==> src/rtl/ps2_host_tx_pkg.sv <==
// Shared chipset PS/2 definitions: host-transmit FSM states and the
// microsecond-to-clock-cycle conversion used by the transmitter and the receiver watchdog.
package ps2_host_tx_pkg;

  typedef enum logic [2:0] {
    PS2TX_IDLE,
    PS2TX_INHIBIT,
    PS2TX_RTS,
    PS2TX_SHIFT,
    PS2TX_ACK,
    PS2TX_WAIT_IDLE
  } ps2tx_state_e;

  // Data, parity and stop bits shifted after the start bit.
  localparam int unsigned FrameBits = 10;

  function automatic int unsigned us_to_cyc(input int unsigned freq_hz, input int unsigned us);
    return (freq_hz / 1_000_000) * us;
  endfunction

endpackage

==> src/rtl/ps2_line_sync.sv <==
// Two-flop synchronizer for a raw PS/2 pin plus falling-edge detect on the synchronized value.
module ps2_line_sync (
  input  logic clk,
  input  logic reset,
  input  logic raw,
  output logic sync,
  output logic fall
);

  // [0] metastability stage, [1] synchronized value, [2] previous synchronized value.
  logic [2:0] sh_q;

  always_ff @(posedge clk) begin
    if (reset) begin
      sh_q <= 3'b111;
    end else begin
      sh_q <= {sh_q[1:0], raw};
    end
  end

  assign sync = sh_q[1];
  assign fall = sh_q[2] & ~sh_q[1];

endmodule

==> src/rtl/ps2_host_tx.sv <==
// PS/2 host-to-device transmitter: inhibit, request-to-send, shift out data/parity/stop on
// device clock falling edges, then check the device ACK and report done or error.
module ps2_host_tx
  import ps2_host_tx_pkg::*;
#(
  parameter int unsigned CLK_FREQ_HZ = 50_000_000,
  parameter int unsigned INHIBIT_US  = 100,
  parameter int unsigned TIMEOUT_US  = 15000
) (
  input  logic       clk_chipset,
  input  logic       reset,
  input  logic [7:0] tx_data,
  input  logic       tx_valid,
  output logic       tx_ready,
  output logic       busy,
  output logic       tx_done,
  output logic       tx_err,
  input  logic       ps2_clk_in,
  input  logic       ps2_data_in,
  output logic       ps2_clk_oe,
  output logic       ps2_data_oe
);

  localparam int unsigned InhCyc   = us_to_cyc(CLK_FREQ_HZ, INHIBIT_US);
  localparam int unsigned SetupCyc = us_to_cyc(CLK_FREQ_HZ, 1);
  localparam int unsigned ToCyc    = us_to_cyc(CLK_FREQ_HZ, TIMEOUT_US);
  localparam int unsigned MaxCyc   = (ToCyc > InhCyc) ? ToCyc : InhCyc;
  localparam int unsigned CntW     = $clog2(MaxCyc + 1);

  localparam logic [CntW-1:0] InhLoad   = CntW'(InhCyc - 1);
  localparam logic [CntW-1:0] SetupLoad = CntW'(SetupCyc - 1);
  localparam logic [CntW-1:0] ToLoad    = CntW'(ToCyc - 1);
  localparam logic [CntW-1:0] CntOne    = CntW'(1);
  localparam logic [3:0]      LastBit   = 4'(FrameBits - 1);

  ps2tx_state_e    state_q, state_d;
  logic [CntW-1:0] cnt_q, cnt_d;
  logic [9:0]      frame_q, frame_d;
  logic [3:0]      bitcnt_q, bitcnt_d;
  logic            data_q, data_d;
  logic            done_q, done_d;
  logic            err_q, err_d;

  logic clk_sync, clk_fall;
  logic data_sync, data_fall_unused;

  ps2_line_sync u_clk_sync (
    .clk  (clk_chipset),
    .reset(reset),
    .raw  (ps2_clk_in),
    .sync (clk_sync),
    .fall (clk_fall)
  );

  ps2_line_sync u_data_sync (
    .clk  (clk_chipset),
    .reset(reset),
    .raw  (ps2_data_in),
    .sync (data_sync),
    .fall (data_fall_unused)
  );

  always_ff @(posedge clk_chipset) begin
    if (reset) begin
      state_q  <= PS2TX_IDLE;
      cnt_q    <= '0;
      frame_q  <= '0;
      bitcnt_q <= '0;
      data_q   <= 1'b0;
      done_q   <= 1'b0;
      err_q    <= 1'b0;
    end else begin
      state_q  <= state_d;
      cnt_q    <= cnt_d;
      frame_q  <= frame_d;
      bitcnt_q <= bitcnt_d;
      data_q   <= data_d;
      done_q   <= done_d;
      err_q    <= err_d;
    end
  end

  always_comb begin
    state_d  = state_q;
    cnt_d    = cnt_q;
    frame_d  = frame_q;
    bitcnt_d = bitcnt_q;
    data_d   = data_q;
    done_d   = 1'b0;
    err_d    = 1'b0;

    unique case (state_q)
      PS2TX_IDLE: begin
        data_d   = 1'b0;
        bitcnt_d = '0;
        if (tx_valid) begin
          state_d = PS2TX_INHIBIT;
          frame_d = {1'b1, ~^tx_data, tx_data};
          cnt_d   = InhLoad;
        end
      end
      PS2TX_INHIBIT: begin
        if (cnt_q == '0) begin
          state_d = PS2TX_RTS;
          cnt_d   = SetupLoad;
        end else begin
          cnt_d = cnt_q - CntOne;
        end
      end
      PS2TX_RTS: begin
        if (cnt_q == '0) begin
          // Start bit stays driven low until the device's first falling edge.
          state_d  = PS2TX_SHIFT;
          cnt_d    = ToLoad;
          bitcnt_d = '0;
          data_d   = 1'b1;
        end else begin
          cnt_d = cnt_q - CntOne;
        end
      end
      PS2TX_SHIFT: begin
        cnt_d = cnt_q - CntOne;
        if (clk_fall) begin
          data_d   = ~frame_q[bitcnt_q];
          bitcnt_d = bitcnt_q + 4'd1;
          if (bitcnt_q == LastBit) begin
            state_d = PS2TX_ACK;
          end
        end
      end
      PS2TX_ACK: begin
        cnt_d = cnt_q - CntOne;
        if (clk_fall) begin
          if (!data_sync) begin
            state_d = PS2TX_WAIT_IDLE;
          end else begin
            state_d = PS2TX_IDLE;
            err_d   = 1'b1;
          end
        end
      end
      PS2TX_WAIT_IDLE: begin
        cnt_d = cnt_q - CntOne;
        if (clk_sync && data_sync) begin
          state_d = PS2TX_IDLE;
          done_d  = 1'b1;
        end
      end
      default: begin
        state_d = PS2TX_IDLE;
        data_d  = 1'b0;
      end
    endcase

    // Timeout wins over any same-cycle completion so done and err never coincide.
    if ((state_q inside {PS2TX_SHIFT, PS2TX_ACK, PS2TX_WAIT_IDLE}) && (cnt_q == '0)) begin
      state_d = PS2TX_IDLE;
      data_d  = 1'b0;
      done_d  = 1'b0;
      err_d   = 1'b1;
    end
  end

  always_comb begin
    tx_ready    = 1'b0;
    busy        = 1'b1;
    ps2_clk_oe  = 1'b0;
    ps2_data_oe = 1'b0;
    unique case (state_q)
      PS2TX_IDLE: begin
        tx_ready = 1'b1;
        busy     = 1'b0;
      end
      PS2TX_INHIBIT: ps2_clk_oe = 1'b1;
      PS2TX_RTS: begin
        ps2_clk_oe  = 1'b1;
        ps2_data_oe = 1'b1;
      end
      PS2TX_SHIFT, PS2TX_ACK, PS2TX_WAIT_IDLE: ps2_data_oe = data_q;
      default: begin
        tx_ready = 1'b1;
        busy     = 1'b0;
      end
    endcase
  end

  assign tx_done = done_q;
  assign tx_err  = err_q;

endmodule
==> config.mk <==
export PLATFORM = sky130hd
export DESIGN_NAME = ps2_host_tx
export DESIGN_NICKNAME = d
export VERILOG_FILES = /design/src/rtl/ps2_host_tx_pkg.sv /design/src/rtl/ps2_line_sync.sv /design/src/rtl/ps2_host_tx.sv
export SDC_FILE = /design/constraint.sdc
export NUM_CORES = 1
export LEC_CHECK = 0
export CORE_MARGIN = 1.5
export CORE_UTILIZATION = 45
export DETAILED_ROUTE_END_ITERATION = 10
export PLACE_DENSITY = 0.63
export SYNTH_ARGS = -nofsm -noshare
export SYNTH_HDL_FRONTEND = slang
export SYNTH_SLANG_ARGS = --single-unit
==> constraint.sdc <==
create_clock -name clk_chipset -period 2 [get_ports clk_chipset]
set_input_delay 0.6 -clock clk_chipset [delete_from_list [all_inputs] [get_ports clk_chipset]]
set_output_delay 0.6 -clock clk_chipset [all_outputs]
set_load 0.02 [all_outputs]
# [After elaboration in Yosys (flattened, before gate mapping)]
# Cells that the tools add are included.
[word_totals] latch_bits=0 romBits=0 word_cells=79 memories=0 in_bits=13 ram_bits=0 regBits=45
[classes] muxes=30 magnitude_cmp=1 n_shift=0 n_bitwise=5 n_mul=0 add_sub_neg=2 eq_ne=13 n_div=0 n_reduce_logical=19
[op_table] operator="$pmux 20 s4" n=1
[op_table] operator="$mux 20" n=3
[op_table] operator="$mux 3" n=8
[op_table] operator="$logic_not 20->1" n=1
[op_table] operator="$sub 20x1->20 const B" n=1
[op_table] operator="$pmux 3 s6" n=1
[op_table] operator="$ne 2x2->1 const B" n=7
[op_table] operator="$pmux 4 s3" n=1
[op_table] operator="$mux 1" n=11
[op_table] operator="$reduce_or 3->1" n=3
[op_table] operator="$mux 4" n=2
[op_table] operator="$reduce_xnor 8->1" n=1
[op_table] operator="$reduce_and 7->1" n=1
[op_table] operator="$eq 3x2->1 const B" n=2
[op_table] operator="$eq 3x3->1 const B" n=2
[op_table] operator="$reduce_and 3->1" n=2
[op_table] operator="$reduce_bool 3->1" n=2
[op_table] operator="$lt 4x5->1 const B" n=1
[op_table] operator="$reduce_or 5->1" n=1
[op_table] operator="$add 4x1->4 const B" n=1
[op_table] operator="$bmux 1 s4" n=1
[op_table] operator="$eq 4x4->1 const B" n=1
[op_table] operator="$not 1->1" n=4
[op_table] operator="$reduce_and 2->1" n=2
[op_table] operator="other kinds (8)" n=10

# [Longest topological paths before layout]
[depth] ltp_word=5 ltp_mapped=7 ltp_nobuf=7

# [By module]
# Synthesis repeated with hierarchy kept, for this count alone.
[unflattened] hier_cells=347 area_unflattened_um2=2726.4
[by_module_without_submodules] module="ps2_host_tx" area_each_um2=2556.2 n_inst=1 cells_per_inst=333
[by_module_without_submodules] module="ps2_line_sync" area_each_um2=85.1 n_inst=2 cells_per_inst=7

# [Worst setup path after synthesis]
# No wires, ideal clock.
[synth_timing] path_kind="register to output" start="reg state_q[1]" end="out tx_ready" arrival_time_ns=1.478 required_time_ns=1.400 slack_ns=-0.078 stages_incl_launch_ff=5 path_buffers=1 cell_sequence="dfxtp_1 clkbuf_1 nor3_1 a21oi_1 inv_1"
[synth_via] elab_chain_len=3 elab_cells_between_ends=7 cone_classes="5 x eq/ne; 1 x mux; 1 x reduce/logical"
[synth_rtl] item="start: declaration" line="ps2_host_tx.sv:36" source="ps2tx_state_e state_q, state_d;"
[synth_rtl] item="start signal: assignment" line="ps2_host_tx.sv:73" source="state_q <= state_d;"
[synth_rtl] item="$eq 3x2->1, or another cell as far along" line="ps2_host_tx.sv:169" source="unique case (state_q)"
[synth_rtl] item="$reduce_or 5->1 (no source line) (*)"
[synth_rtl] item="$mux 1 (*)" line="ps2_host_tx.sv:169"
[synth_rtl] item="end: declaration" line="ps2_host_tx.sv:14" source="output logic tx_ready,"
# Every way passes the cells marked *; elsewhere a longest branch is shown, timed or not.

# [Worst setup path in the final report]
[layout_timing] start="reg cnt_q[11]" end="reg bitcnt_q[1]"
[layout_via] elab_chain_len=3
[layout_rtl] item="start: declaration" line="ps2_host_tx.sv:37" source="logic [CntW-1:0] cnt_q, cnt_d;"
[layout_rtl] item="start signal: assignment" line="ps2_host_tx.sv:74" source="cnt_q <= cnt_d;"
[layout_rtl] item="$logic_not 20->1" line="ps2_host_tx.sv:111" source="if (cnt_q == '0) begin"
[layout_rtl] item="$ne 2x2->1 (no source line)"
[layout_rtl] item="$reduce_and 3->1 (no source line)"
[layout_rtl] item="end signal: assignment" line="ps2_host_tx.sv:76" source="bitcnt_q <= bitcnt_d;"
[layout_rtl] item="end: declaration" line="ps2_host_tx.sv:39" source="logic [3:0] bitcnt_q, bitcnt_d;"
# Every way passes these cells.
# A chain may end at the register's enable or synchronous reset.

==> results.yml <==
worst_setup_path:
  critPathKind: "reg2reg"
  crit_fanout: 8
  required_ns: 2.24
  arrival_ns: 2.20
  worst_setup_path_end_kind: "register"
  worstSetupStartpointType: "register"
run:
  cap_violations: 0
floorplan:
  rows: 28
  boundaryPins: 19
  dieArea_um2: 6810
  die_height_um: 82.5
  start_util: 0.472
  core_um2: 6030
  die_w_um: 82.5
synth:
  ys_types: 72
  synth_compound_area_frac: 0.274
  synth_warnings: 0
  synth-edff-count: 0
  async_flop_share: 0
  synth_area_per_cell_um2: 8.39
  netlist_instances: 339
  synth_xor_area_frac: 0.0462
  synth_top_cell_by_area: "dfxtp_1"
  synth_top_area_frac: 0.317
  synth_ff_type: "dfxtp_1"
  synth.cell_area_um2: 2840
  synth_area_leaders: "dfxtp_1 32%, a21oi_1 5.5%, nand2_1 4.5%"
  synth_top_family_by_area: "compound AO/OA/AOI/OAI gates"
  yosysMostFrequentCell: "dfxtp_1"
  synth-seq-area-share: 0.317
  synthAdderAreaFrac: 0.0176
  synth_nets: 356
  ys_ff_latch: 45
  synth_mux_area_frac: 0.0229
  synthSimpleGateAreaFrac: 0.267
  ys_top_cells_by_count: "45 x dfxtp_1, 34 x nand2_1, 31 x a21oi_1"
global_route:
  grt_start_max_net_pins: 15
  antenna_found_initial: 0
  grt-busiest-layer: "met2"
  grt_pass1_vias: 2775
  grt_pass1_wl_um: 13700
  met1_usage: 0.352
  grt.overflow.total: 0
  met2_usage: 0.419
  grt_util_all_layers: 0.266
  grtUsageMet3: 0.0637
sta:
  period_share: 0.978
  setup_viol_count_final: 0
  grt_setup_unrepaired: "yes"
  tns_ns: 0
  max_slew_margin: 0.668
  timing.final.ws_setup_ns: 0.0442
  slew_violations: 0
  hold_violations: 0
  max_clock_freq_mhz: 511
  tightestPinTransition_ns: 0.494
  period_needed_ns: 1.96
  finClkSkew_ns: 0.0109
route:
  drc: 0
  drt_wl_total_um: 8400
  drtPass1Iterations: 5
  num_vias: 2949
  wl_per_cell_um: 17.3
  drtIter0Drc: 322
  viasPerCell: 6.07
  ant_nets: 0
layout:
  nets: 427
  utilization: 0.621
  synthToLayoutAreaGrowth_pct: 31.5
  diodes: 0
  drive_gt1_frac: 0.297
  design_area_um2: 3740
cts:
  cts_tree: "yes"
  clk_latency_ns: 0.30
  cts_sinks: 45
  ctsLongestPathBuffers: 2
  h-tree-depth: 2
  clock-root-buffer: "clkbuf_8"
  cts-hold-fix-buffers: 0
  cts_buffers: 5
  path_clk_slew_ns: 0.09
place:
  port_buffers: 18
  placed_area_um2: 3500
  hpwlAfterDp_um: 6260
  gp_congestion: 1.02
  dpl_worst_slack_ns: -0.192
hold_path:
  hold_class: "reg2reg"
power:
  powerDensity_nw_per_um2: 921
  ir_drop_mv: 0.502
  p_leak_nw: 1.40
status:
  outcome: "complete, no violations"
-- sequential cells by signal (all words and copies together) (netlist names) --
register	flops
u_data_sync.sh_q	2
state_q	3
tx_err	1
u_clk_sync.sh_q	3
frame_q	10
tx_done	1
cnt_q	20
bitcnt_q	4
data_q	1
-- power breakdown --
part	total (W)	internal (W)	switching, W
combinational	0.00164	0.000739	0.000905
sequential	0.00106	0.000980	0.0000821
clock	0.000738	0.000407	0.000332
-- logic make-up (layout without fill, tap and decap cells) --
| family | Yosys count | in the layout |
|---|---|---|
| flops | 45 | 45 |
| mux | 4 | 4 |
| compound gates | 109 | 109 |
| simple gates | 128 | 128 |
| fa+ha+maj | 4 | 4 |
| xor+xnor | 15 | 15 |
| buf+inv | 34 | 106 |
-- layout by cell type (no fill, tap or decap), types with 4 or more instances in the layout --
| cell type | count |
|---|---|
| o31ai_1 | 4 |
| xor2_1 | 4 |
| nor2_1 | 17 |
| nor4_4 | 4 |
| nor4_1 | 7 |
| dfxtp_2 | 5 |
| nand3_1 | 8 |
| nand4_1 | 5 |
| o22ai_1 | 6 |
| clkdlybuf4s50_1 | 14 |
| o21a_1 | 6 |
| ha_1 | 4 |
| nor3_1 | 8 |
| or3_1 | 4 |
| dfxtp_1 | 38 |
| or2_2 | 5 |
| nand2_1 | 34 |
| xnor2_1 | 11 |
| o21ai_1 | 5 |
| nand2b_1 | 5 |
| or4_1 | 4 |
| clkbuf_8 | 6 |
| a21oi_1 | 30 |
| buf_4 | 66 |
| o21ai_0 | 13 |
| inv_1 | 10 |
-- critical path, stage by stage (launching register included) --
cell and delay (ns):
dfxtp_2 0.36, or4_4 0.61, nor2_8 0.21, a31oi_4 0.14, or4_4 0.43, a21oi_1 0.14
-- stage by stage --
step	std cells	hold WS, ns	power, W
after floorplan	339	0.389	0.00200
after global placement	474	0.400	0.00257
after detailed placement	474	0.400	0.00258
after CTS	482	0.422	0.00335
after global routing	486	0.445	0.00363
final	486	0.416	0.00344
-- layer usage --
layer	wire length (um)	vias up
met2	3930	142
met1	3640	1369
li1	-	1413
met4	255	0
met5	0	-
met3	577	25
-- what timing repair did --
item	CTS	global route
resized for setup	20	28
endpoints found under the setup margin	7	28
pin swaps	0	8
buffers inserted	0	4
-- area by class of cell --
class,count,area [um^2]
Clock inverter,2,37.5
Sequential cell,45,915
Tap cell,75,93.8
Timing Repair Buffer,85,682
Multi-Input combinational cell,260,1880
Fill cell,533,2290
Clock buffer,6,82.6
Inverter,13,48.8
-- path summary, 6_finish.rpt --
path                                                  endpoint  slack (ns)                            from  cells after the start
worst max register to register        bitcnt_q[1]$_SDFFE_PP0P_        0.04          cnt_q[11]$_SDFFE_PP0P_                      5
worst min-delay path            u_data_sync.sh_q[1]$_SDFF_PP1_        0.42  u_data_sync.sh_q[0]$_SDFF_PP1_                      1
worst min register to register  u_data_sync.sh_q[1]$_SDFF_PP1_        0.42  u_data_sync.sh_q[0]$_SDFF_PP1_                      1
worst max-delay path                  bitcnt_q[1]$_SDFFE_PP0P_        0.04          cnt_q[11]$_SDFFE_PP0P_                      5
No activity file was read; power rests on OpenSTA's default activity.
